$ cat src/rtl/xge_mac_pkg.sv
// Shared 10GE MAC definitions: rx FIFO status bit positions and rx dequeue FSM states.
package xge_mac_pkg;

    localparam int unsigned DATA_W   = 64;
    localparam int unsigned STATUS_W = 8;
    localparam int unsigned MOD_W    = 3;

    localparam int unsigned RXSTATUS_SOP    = 7;
    localparam int unsigned RXSTATUS_EOP    = 6;
    localparam int unsigned RXSTATUS_ERR    = 5;
    localparam int unsigned RXSTATUS_MOD_HI = 2;
    localparam int unsigned RXSTATUS_MOD_LO = 0;
    localparam logic [STATUS_W-1:0] RXSTATUS_NONE = 8'h00;

    typedef enum logic {
        IDLE = 1'b0,
        PKT  = 1'b1
    } rx_deq_state_t;

endpackage

$ cat src/rtl/rx_deq_stats.sv
// Packet and errored-packet counters fed by the presented eop/err flags; wrap modulo 2^STAT_W.
module rx_deq_stats #(
    parameter int unsigned STAT_W = 32
) (
    input  logic              clk_156m25,
    input  logic              reset_156m25,
    input  logic              eop,
    input  logic              err,
    output logic [STAT_W-1:0] stat_rx_pkts,
    output logic [STAT_W-1:0] stat_rx_err_pkts
);

    always_ff @(posedge clk_156m25) begin
        if (reset_156m25) begin
            stat_rx_pkts     <= '0;
            stat_rx_err_pkts <= '0;
        end else begin
            if (eop) begin
                stat_rx_pkts <= stat_rx_pkts + STAT_W'(1);
            end
            if (eop && err) begin
                stat_rx_err_pkts <= stat_rx_err_pkts + STAT_W'(1);
            end
        end
    end

endmodule

$ cat src/rtl/rx_dequeue.sv
// Receive FIFO reader for the 10GE user packet interface; framing and underflow status toggles.
// Define XGE_RX_DEQ_STATS_EN to add the stat_rx_pkts / stat_rx_err_pkts counters.
module rx_dequeue
    import xge_mac_pkg::*;
#(
    parameter int unsigned STAT_W = 32
) (
    input  logic                clk_156m25,
    input  logic                reset_156m25,
    input  logic [DATA_W-1:0]   rxdfifo_rdata,
    input  logic [STATUS_W-1:0] rxdfifo_rstatus,
    input  logic                rxdfifo_rempty,
    input  logic                rxdfifo_ralmost_empty,
    output logic                rxdfifo_ren,
    input  logic                pkt_rx_ren,
    output logic                pkt_rx_avail,
    output logic [DATA_W-1:0]   pkt_rx_data,
    output logic                pkt_rx_val,
    output logic                pkt_rx_sop,
    output logic                pkt_rx_eop,
    output logic                pkt_rx_err,
    output logic [MOD_W-1:0]    pkt_rx_mod,
    output logic                status_rxdfifo_udflow_tog,
`ifdef XGE_RX_DEQ_STATS_EN
    output logic                status_rx_framing_tog,
    output logic [STAT_W-1:0]   stat_rx_pkts,
    output logic [STAT_W-1:0]   stat_rx_err_pkts
`else
    output logic                status_rx_framing_tog
`endif
);

    rx_deq_state_t      state;
    rx_deq_state_t      state_nxt;
    logic               rd_pend;
    logic               present;
    logic               framing_err;
    logic               udflow;
    logic               udflow_q;
    logic               rd_sop;
    logic               rd_eop;
    logic               rd_err;
    logic [MOD_W-1:0]   rd_mod;
    logic [1:0]         unused_rstatus;

    assign rd_sop         = rxdfifo_rstatus[RXSTATUS_SOP];
    assign rd_eop         = rxdfifo_rstatus[RXSTATUS_EOP];
    assign rd_err         = rxdfifo_rstatus[RXSTATUS_ERR];
    assign rd_mod         = rxdfifo_rstatus[RXSTATUS_MOD_HI:RXSTATUS_MOD_LO];
    assign unused_rstatus = rxdfifo_rstatus[4:3];

    assign rxdfifo_ren = pkt_rx_ren && !rxdfifo_rempty && !reset_156m25;
    assign udflow      = pkt_rx_ren && rxdfifo_rempty && (state == PKT);

    // FSM state register
    always_ff @(posedge clk_156m25) begin
        if (reset_156m25) begin
            state <= IDLE;
        end else begin
            state <= state_nxt;
        end
    end

    // Framing decision on the FIFO word arriving this cycle
    always_comb begin
        state_nxt   = state;
        present     = 1'b0;
        framing_err = 1'b0;
        if (rd_pend) begin
            unique case (state)
                IDLE: begin
                    if (rd_sop) begin
                        present = 1'b1;
                        if (!rd_eop) begin
                            state_nxt = PKT;
                        end
                    end else begin
                        framing_err = 1'b1;
                    end
                end
                PKT: begin
                    present = 1'b1;
                    // SOP inside a packet truncates the previous one and restarts framing
                    if (rd_sop) begin
                        framing_err = 1'b1;
                    end
                    if (rd_eop) begin
                        state_nxt = IDLE;
                    end
                end
                default: state_nxt = IDLE;
            endcase
        end
    end

    // Registered user interface and status toggles
    always_ff @(posedge clk_156m25) begin
        if (reset_156m25) begin
            rd_pend                   <= 1'b0;
            pkt_rx_avail              <= 1'b0;
            pkt_rx_data               <= '0;
            pkt_rx_val                <= 1'b0;
            pkt_rx_sop                <= 1'b0;
            pkt_rx_eop                <= 1'b0;
            pkt_rx_err                <= 1'b0;
            pkt_rx_mod                <= '0;
            udflow_q                  <= 1'b0;
            status_rxdfifo_udflow_tog <= 1'b0;
            status_rx_framing_tog     <= 1'b0;
        end else begin
            rd_pend      <= rxdfifo_ren;
            pkt_rx_avail <= !rxdfifo_ralmost_empty;
            pkt_rx_val   <= present;
            pkt_rx_sop   <= present && rd_sop;
            pkt_rx_eop   <= present && rd_eop;
            pkt_rx_err   <= present && rd_eop && rd_err;
            if (present) begin
                pkt_rx_data <= rxdfifo_rdata;
                pkt_rx_mod  <= rd_eop ? rd_mod : '0;
            end
            udflow_q <= udflow;
            if (udflow && !udflow_q) begin
                status_rxdfifo_udflow_tog <= !status_rxdfifo_udflow_tog;
            end
            if (framing_err) begin
                status_rx_framing_tog <= !status_rx_framing_tog;
            end
        end
    end

`ifdef XGE_RX_DEQ_STATS_EN
    rx_deq_stats #(
        .STAT_W (STAT_W)
    ) u_stats (
        .clk_156m25       (clk_156m25),
        .reset_156m25     (reset_156m25),
        .eop              (pkt_rx_eop),
        .err              (pkt_rx_err),
        .stat_rx_pkts     (stat_rx_pkts),
        .stat_rx_err_pkts (stat_rx_err_pkts)
    );
`else
    logic [STAT_W-1:0] unused_stat_w;
    assign unused_stat_w = '0;
`endif

endmodule

$ cat config.mk
export PLATFORM = sky130hd
export DESIGN_NAME = rx_dequeue
export DESIGN_NICKNAME = d
export VERILOG_FILES = /design/src/rtl/xge_mac_pkg.sv /design/src/rtl/rx_deq_stats.sv /design/src/rtl/rx_dequeue.sv
export SDC_FILE = /design/constraint.sdc
export NUM_CORES = 1
export LEC_CHECK = 0
export ABC_AREA = 1
export ABC_CLOCK_PERIOD_IN_PS = 1400
export CORE_MARGIN = 1.5
export CORE_UTILIZATION = 34
export DETAILED_ROUTE_END_ITERATION = 16
export GPL_TIMING_DRIVEN = 0
export PLACE_DENSITY = 0.8
export SLEW_MARGIN = 0
export SYNTH_ARGS = -nofsm -noshare
export SYNTH_HDL_FRONTEND = slang
export SYNTH_SLANG_ARGS = --single-unit
$ cat constraint.sdc
create_clock -name clk_156m25 -period 1.4 [get_ports clk_156m25]
set_clock_uncertainty 0.15 [all_clocks]
set_input_delay 0.35 -clock clk_156m25 [delete_from_list [all_inputs] [get_ports clk_156m25]]
set_output_delay 0.35 -clock clk_156m25 [all_outputs]
set_load 0.005 [all_outputs]
After elaboration in Yosys (flattened, before gate mapping). Cells that the tools add are included.

Multiplexer cells: 10. Equal/unequal tests: 0. Multiply operators: 0. Shift operators: 0. Order comparisons: 0. Divide/modulo/power cells: 0. Add/subtract/negate cells: 0. Reduce and logical (&&, ||, !) cells: 14. Bitwise gates (word level): 1.

Operator list (count): logical AND 1 bit (8); zero test 1 bit (6); two-way mux 1 bit (6); one-hot mux 1 bit (2 select lines) (3); two-way mux 3 bit (1); NOT 1 bit (1).

Word-level logic and storage cells: 37. Flip-flop bits (word level): 77. Memories: 0. Memory bits (writable): 0. Bits in read-only memories: 0. Latch bits: 0.

Longest topological paths before layout.
Word-level depth: 5. Depth in mapped cells: 9. Gate-level depth less buffers: 7.

Least setup slack after synthesis. Ideal clock, no wire load.

Path type: input to register. From: in rxdfifo_rstatus[7]. To: reg pkt_rx_data[34]. Setup slack: -0.065 ns. Stages: 8. Arrival time: 1.199 ns. Library setup time: 0.116 ns. Path through: inv_1 > ha_1 > inv_1 > nand2_2 > buf_6 > buf_6 > o21ai_0 > nor2_1.

Word-level cells in the longest chain between the ends: 3.

Ends and longest elaborated chain: start, declared (RTL line rx_dequeue.sv:11) `input logic [STATUS_W-1:0] rxdfifo_rstatus,`; two-way mux 1 bit (RTL line rx_dequeue.sv:72) `if (rd_sop) begin`; one-hot mux 1 bit (2 select lines) (RTL line rx_dequeue.sv:70) `unique case (state)`; two-way mux 1 bit (RTL line rx_dequeue.sv:69) `if (rd_pend) begin`; end signal, assigned (RTL line rx_dequeue.sv:118) `pkt_rx_data <= rxdfifo_rdata;`; end, declared (RTL line rx_dequeue.sv:17) `output logic [DATA_W-1:0] pkt_rx_data,`.

Every way passes these cells. A chain may end at the register's enable or synchronous reset.

Final worst setup path.
From: reg state. To: reg pkt_rx_data[36].

Word-level cells in the longest chain between the ends: 3.

Ends and longest elaborated chain: start, declared (RTL line rx_dequeue.sv:33) `rx_deq_state_t state;`; start signal, assigned (RTL line rx_dequeue.sv:60) `state <= state_nxt;`; NOT 1 bit; one-hot mux 1 bit (2 select lines) (*) (RTL line rx_dequeue.sv:70); two-way mux 1 bit (*) (RTL line rx_dequeue.sv:69).

Mark *: on every way between the ends. The rest lies on a longest branch, timed or not.

==> results.txt <==
Num CTS Buffers: 9
Cell repeated most along the worst path: buf_12
GR Overflow Total: 0
Mapped Nets: 411
Mapped Avg Cell Area: 8.16 um^2
Final Non-Filler Cells: 630
DP Cell Count: 584
Fillers: 652
Pre-antenna DRT Iters: 4
Post-synth cell types: 21
Placement Setup Slack: -963 ps
Slew headroom: 0.573
Num rows: 32
Setup violators final: 63
CTS Sinks: 77
RSZ-0062 raised after global routing: true
Number of DRC markers in iteration 0: 65
Initial core utilization: 0.352
Slew @ Worst Pin: 640 ps
Warnings from Yosys: 0
N_diodes: 0
Root Driver: clkbuf_8
Crit. End Element: flip-flop
Reg2reg start: state$_SDFFE_PP0P_
Final Critical Period: 1530 ps
Worst Setup Start Kind: flip-flop
Top cell type's share of synthesized area: 0.567
Slowest CP cell: dfxtp_2
WHS Path Cells: 2
Final setup margin: -130 ps
Clock power frac: 0.347
Via count: 2911
Max rail drop VDD: 0.565 mV
Post-CTS Hold Fix Bufs: 0
Failing checks: setup timing
Status: complete, but fails checks
Worst-path cell chain: inv_2, ha_4, inv_4, nand2_8, buf_12, buf_12, buf_12, o21ai_4, nor2_1
Max Fclk: 0.653 GHz
Synth top area cells: dfxtp_1 57%, nor2_1 17%, o21ai_0 9.9%
Share of cells above drive strength 1: 0.502
Worst setup endpoint: pkt_rx_data[36]$_SDFFE_PP0N_
Comb power frac: 0.155
Die area: 8540 um^2
CP max stage delay: 340 ps
PD cells: 923 nW/um^2
Worst Path Buf+Inv: 5
RD Place Congestion: 0.763
R2R Setup Slk: -130 ps
Post-DRT Antenna Nets: 0
Switching Power: 0.00112 W
Initial antenna violation count: 0
Final Cycle Share: 1.09
P_int: 0.00354 W
Drt drc: 0
I/O Pins: 152
Clock Path Buffers: 2
Max-Cap Viols: 0
Critical path arrival: 1620 ps
Levels on crit path: 9
Worst r2r dst: pkt_rx_data[36]$_SDFFE_PP0N_
GRT Total Usage: 0.197
Top Family by Delay on Critical Path: buffers and inverters
Drt via density: 4.62
Final Hold Viols: 0
Core footprint: 7730 um^2
Area grow syn2layout: 85.7%
Seq/Total Area, Yosys: 0.567
Worst EP required: 1490 ps
Vias in the first global route: 2868
Die Ht: 92.4 um
Reg2reg path depth: 9
CP startpoint: state$_SDFFE_PP0P_
#FFs+latches synth: 77
Buffers on Ports: 149
Clock slew at reported path FFs: 80 ps
Syn Std Cell Area: 2720 um^2
Leakage power: 2.16 nW
Fin util: 0.653
Final wirelength: 8.66 mm
H-Tree Depth: 3
Cell taking the most area after synthesis: dfxtp_1
Worst Path Max Fanout: 9
Gate Count Post-Synth: 333
Setup TNS Final: -3060 ps
Nets: 601
Power share of the sequential group: 0.498
Clk Latency, worst-skew pair: 340 ps
Switching part of the total: 0.240
Max-slew violation count: 0
Die Width: 92.4 um
Power consumption: 0.00466 W
First-pass GRT wire length: 13.1 mm
Largest net degree at the start of global routing: 13
Hold/Removal Path Class: primary input to flip-flop
WL/cell: 13.7 um
DP HPWL: 5.58 mm
Crit path kind: flip-flop to flip-flop
CTS tree: yes
-- metal layers --
layer / global-route usage / vias to the layer above / part of all wire
met3: 0.0534 / 17 / 0.062
met1: 0.215 / 1341 / 0.40
met2: 0.352 / 100 / 0.52
met5: 0 / - / 0
li1: - / 1453 / -
met4: 0.0885 / 0 / 0.021
-- stage by stage --
step / area, um^2 / hold WS [ps]
3_5_place_dp: 4340 / 308
6_report: 5050 / 28.5
2_1_floorplan: 2720 / 272
5_1_grt: 5050 / 15.5
3_3_place_gp: 4340 / 305
4_1_cts: 5040 / 60.0
-- worst min-delay path by stage --
stage	from	end	slack, ps
finish	reset_156m25	udflow_q$_SDFF_PP0_	30
CTS	reset_156m25	udflow_q$_SDFF_PP0_	60
global placement	pkt_rx_mod[1]$_SDFFE_PP0N_	pkt_rx_mod[1]$_SDFFE_PP0N_	310
detailed placement	pkt_rx_mod[1]$_SDFFE_PP0N_	pkt_rx_mod[1]$_SDFFE_PP0N_	310
floorplan	rxdfifo_ralmost_empty	pkt_rx_avail$_SDFF_PP0_	270
global route	reset_156m25	udflow_q$_SDFF_PP0_	20
-- power groups by stage --
stage               clock network (W)  registers, W  logic, W
floorplan                           0       0.00236  0.000198
global placement                    0       0.00235  0.000596
detailed placement                  0       0.00236  0.000607
CTS                           0.00165       0.00232  0.000685
global route                  0.00175       0.00233  0.000790
finish                        0.00162       0.00232  0.000724
-- area by class of cell --
| class | count | area [um^2] | share of cell area |
|---|---|---|---|
| inverters | 9 | 38.8 | 0.00769 |
| plain buffers | 22 | 260 | 0.0516 |
| clock inverters | 3 | 17.5 | 0.00347 |
| multi-input cells | 225 | 1230 | 0.244 |
| well taps | 102 | 128 | 0.0253 |
| clock buffers | 13 | 179 | 0.0355 |
| repair buffers | 179 | 1560 | 0.310 |
| flip-flops and latches | 77 | 1630 | 0.323 |
-- cell usage in the layout, fill, tap and decap left out, drive strengths merged --
cell type | synthesis | layout
clkinv | 0 | 2
nand4 | 2 | 2
a21oi | 6 | 6
nand3 | 2 | 2
o21ai | 64 | 64
inv | 9 | 9
ha | 1 | 1
dfxtp | 77 | 77
buf | 12 | 66
nand2 | 10 | 10
and3 | 1 | 1
clkdlybuf4s50 | 0 | 70
clkdlybuf4s15 | 0 | 18
nor3 | 5 | 5
clkbuf | 10 | 58
nor2 | 133 | 133
clkinvlp | 0 | 1
dlygate4sd2 | 0 | 2
nand3b | 1 | 1
-- flip-flops by register name, indices dropped and copies added, names as in the netlist --
signal and cells:
status_rx_framing_tog 1, pkt_rx_avail 1, pkt_rx_mod 3, pkt_rx_val 1, pkt_rx_sop 1, rd_pend 1
pkt_rx_err 1, status_rxdfifo_udflow_tog 1, state 1, pkt_rx_data 64, pkt_rx_eop 1, udflow_q 1
-- cells by family (layout without fill, tap and decap cells) --
kind of cell,Yosys count,in the layout,share of synthesized area
buffers and inverters,31,226,0.0691
AO/OA/AOI/OAI,70,70,0.129
adder cells (fa/ha/maj),1,1,0.00460
flip-flops,77,77,0.567
AND/OR/NAND/NOR,154,154,0.230
-- what timing repair did --
item | in CTS | in global routing
setup endpoints to repair | 146 | 126
pin swaps | 8 | 3
gates cloned | 1 | 4
gates resized for setup | 369 | 102
buffers inserted | 20 | 5
-- cell usage after synthesis --
cell type  instances
nor2_1           123
dfxtp_1           77
o21ai_0           54
clkbuf_1          10
nor2_2            10
o21ai_1           10
nand2_1            9
inv_1              8
buf_6              7
a21oi_1            6
nor3_1             5
buf_1              2
buf_2              2
nand3_1            2
nand4_1            2
and3_1             1
buf_12             1
ha_1               1
inv_2              1
nand2_2            1
nand3b_1           1
No activity file was read; power rests on OpenSTA's default activity.
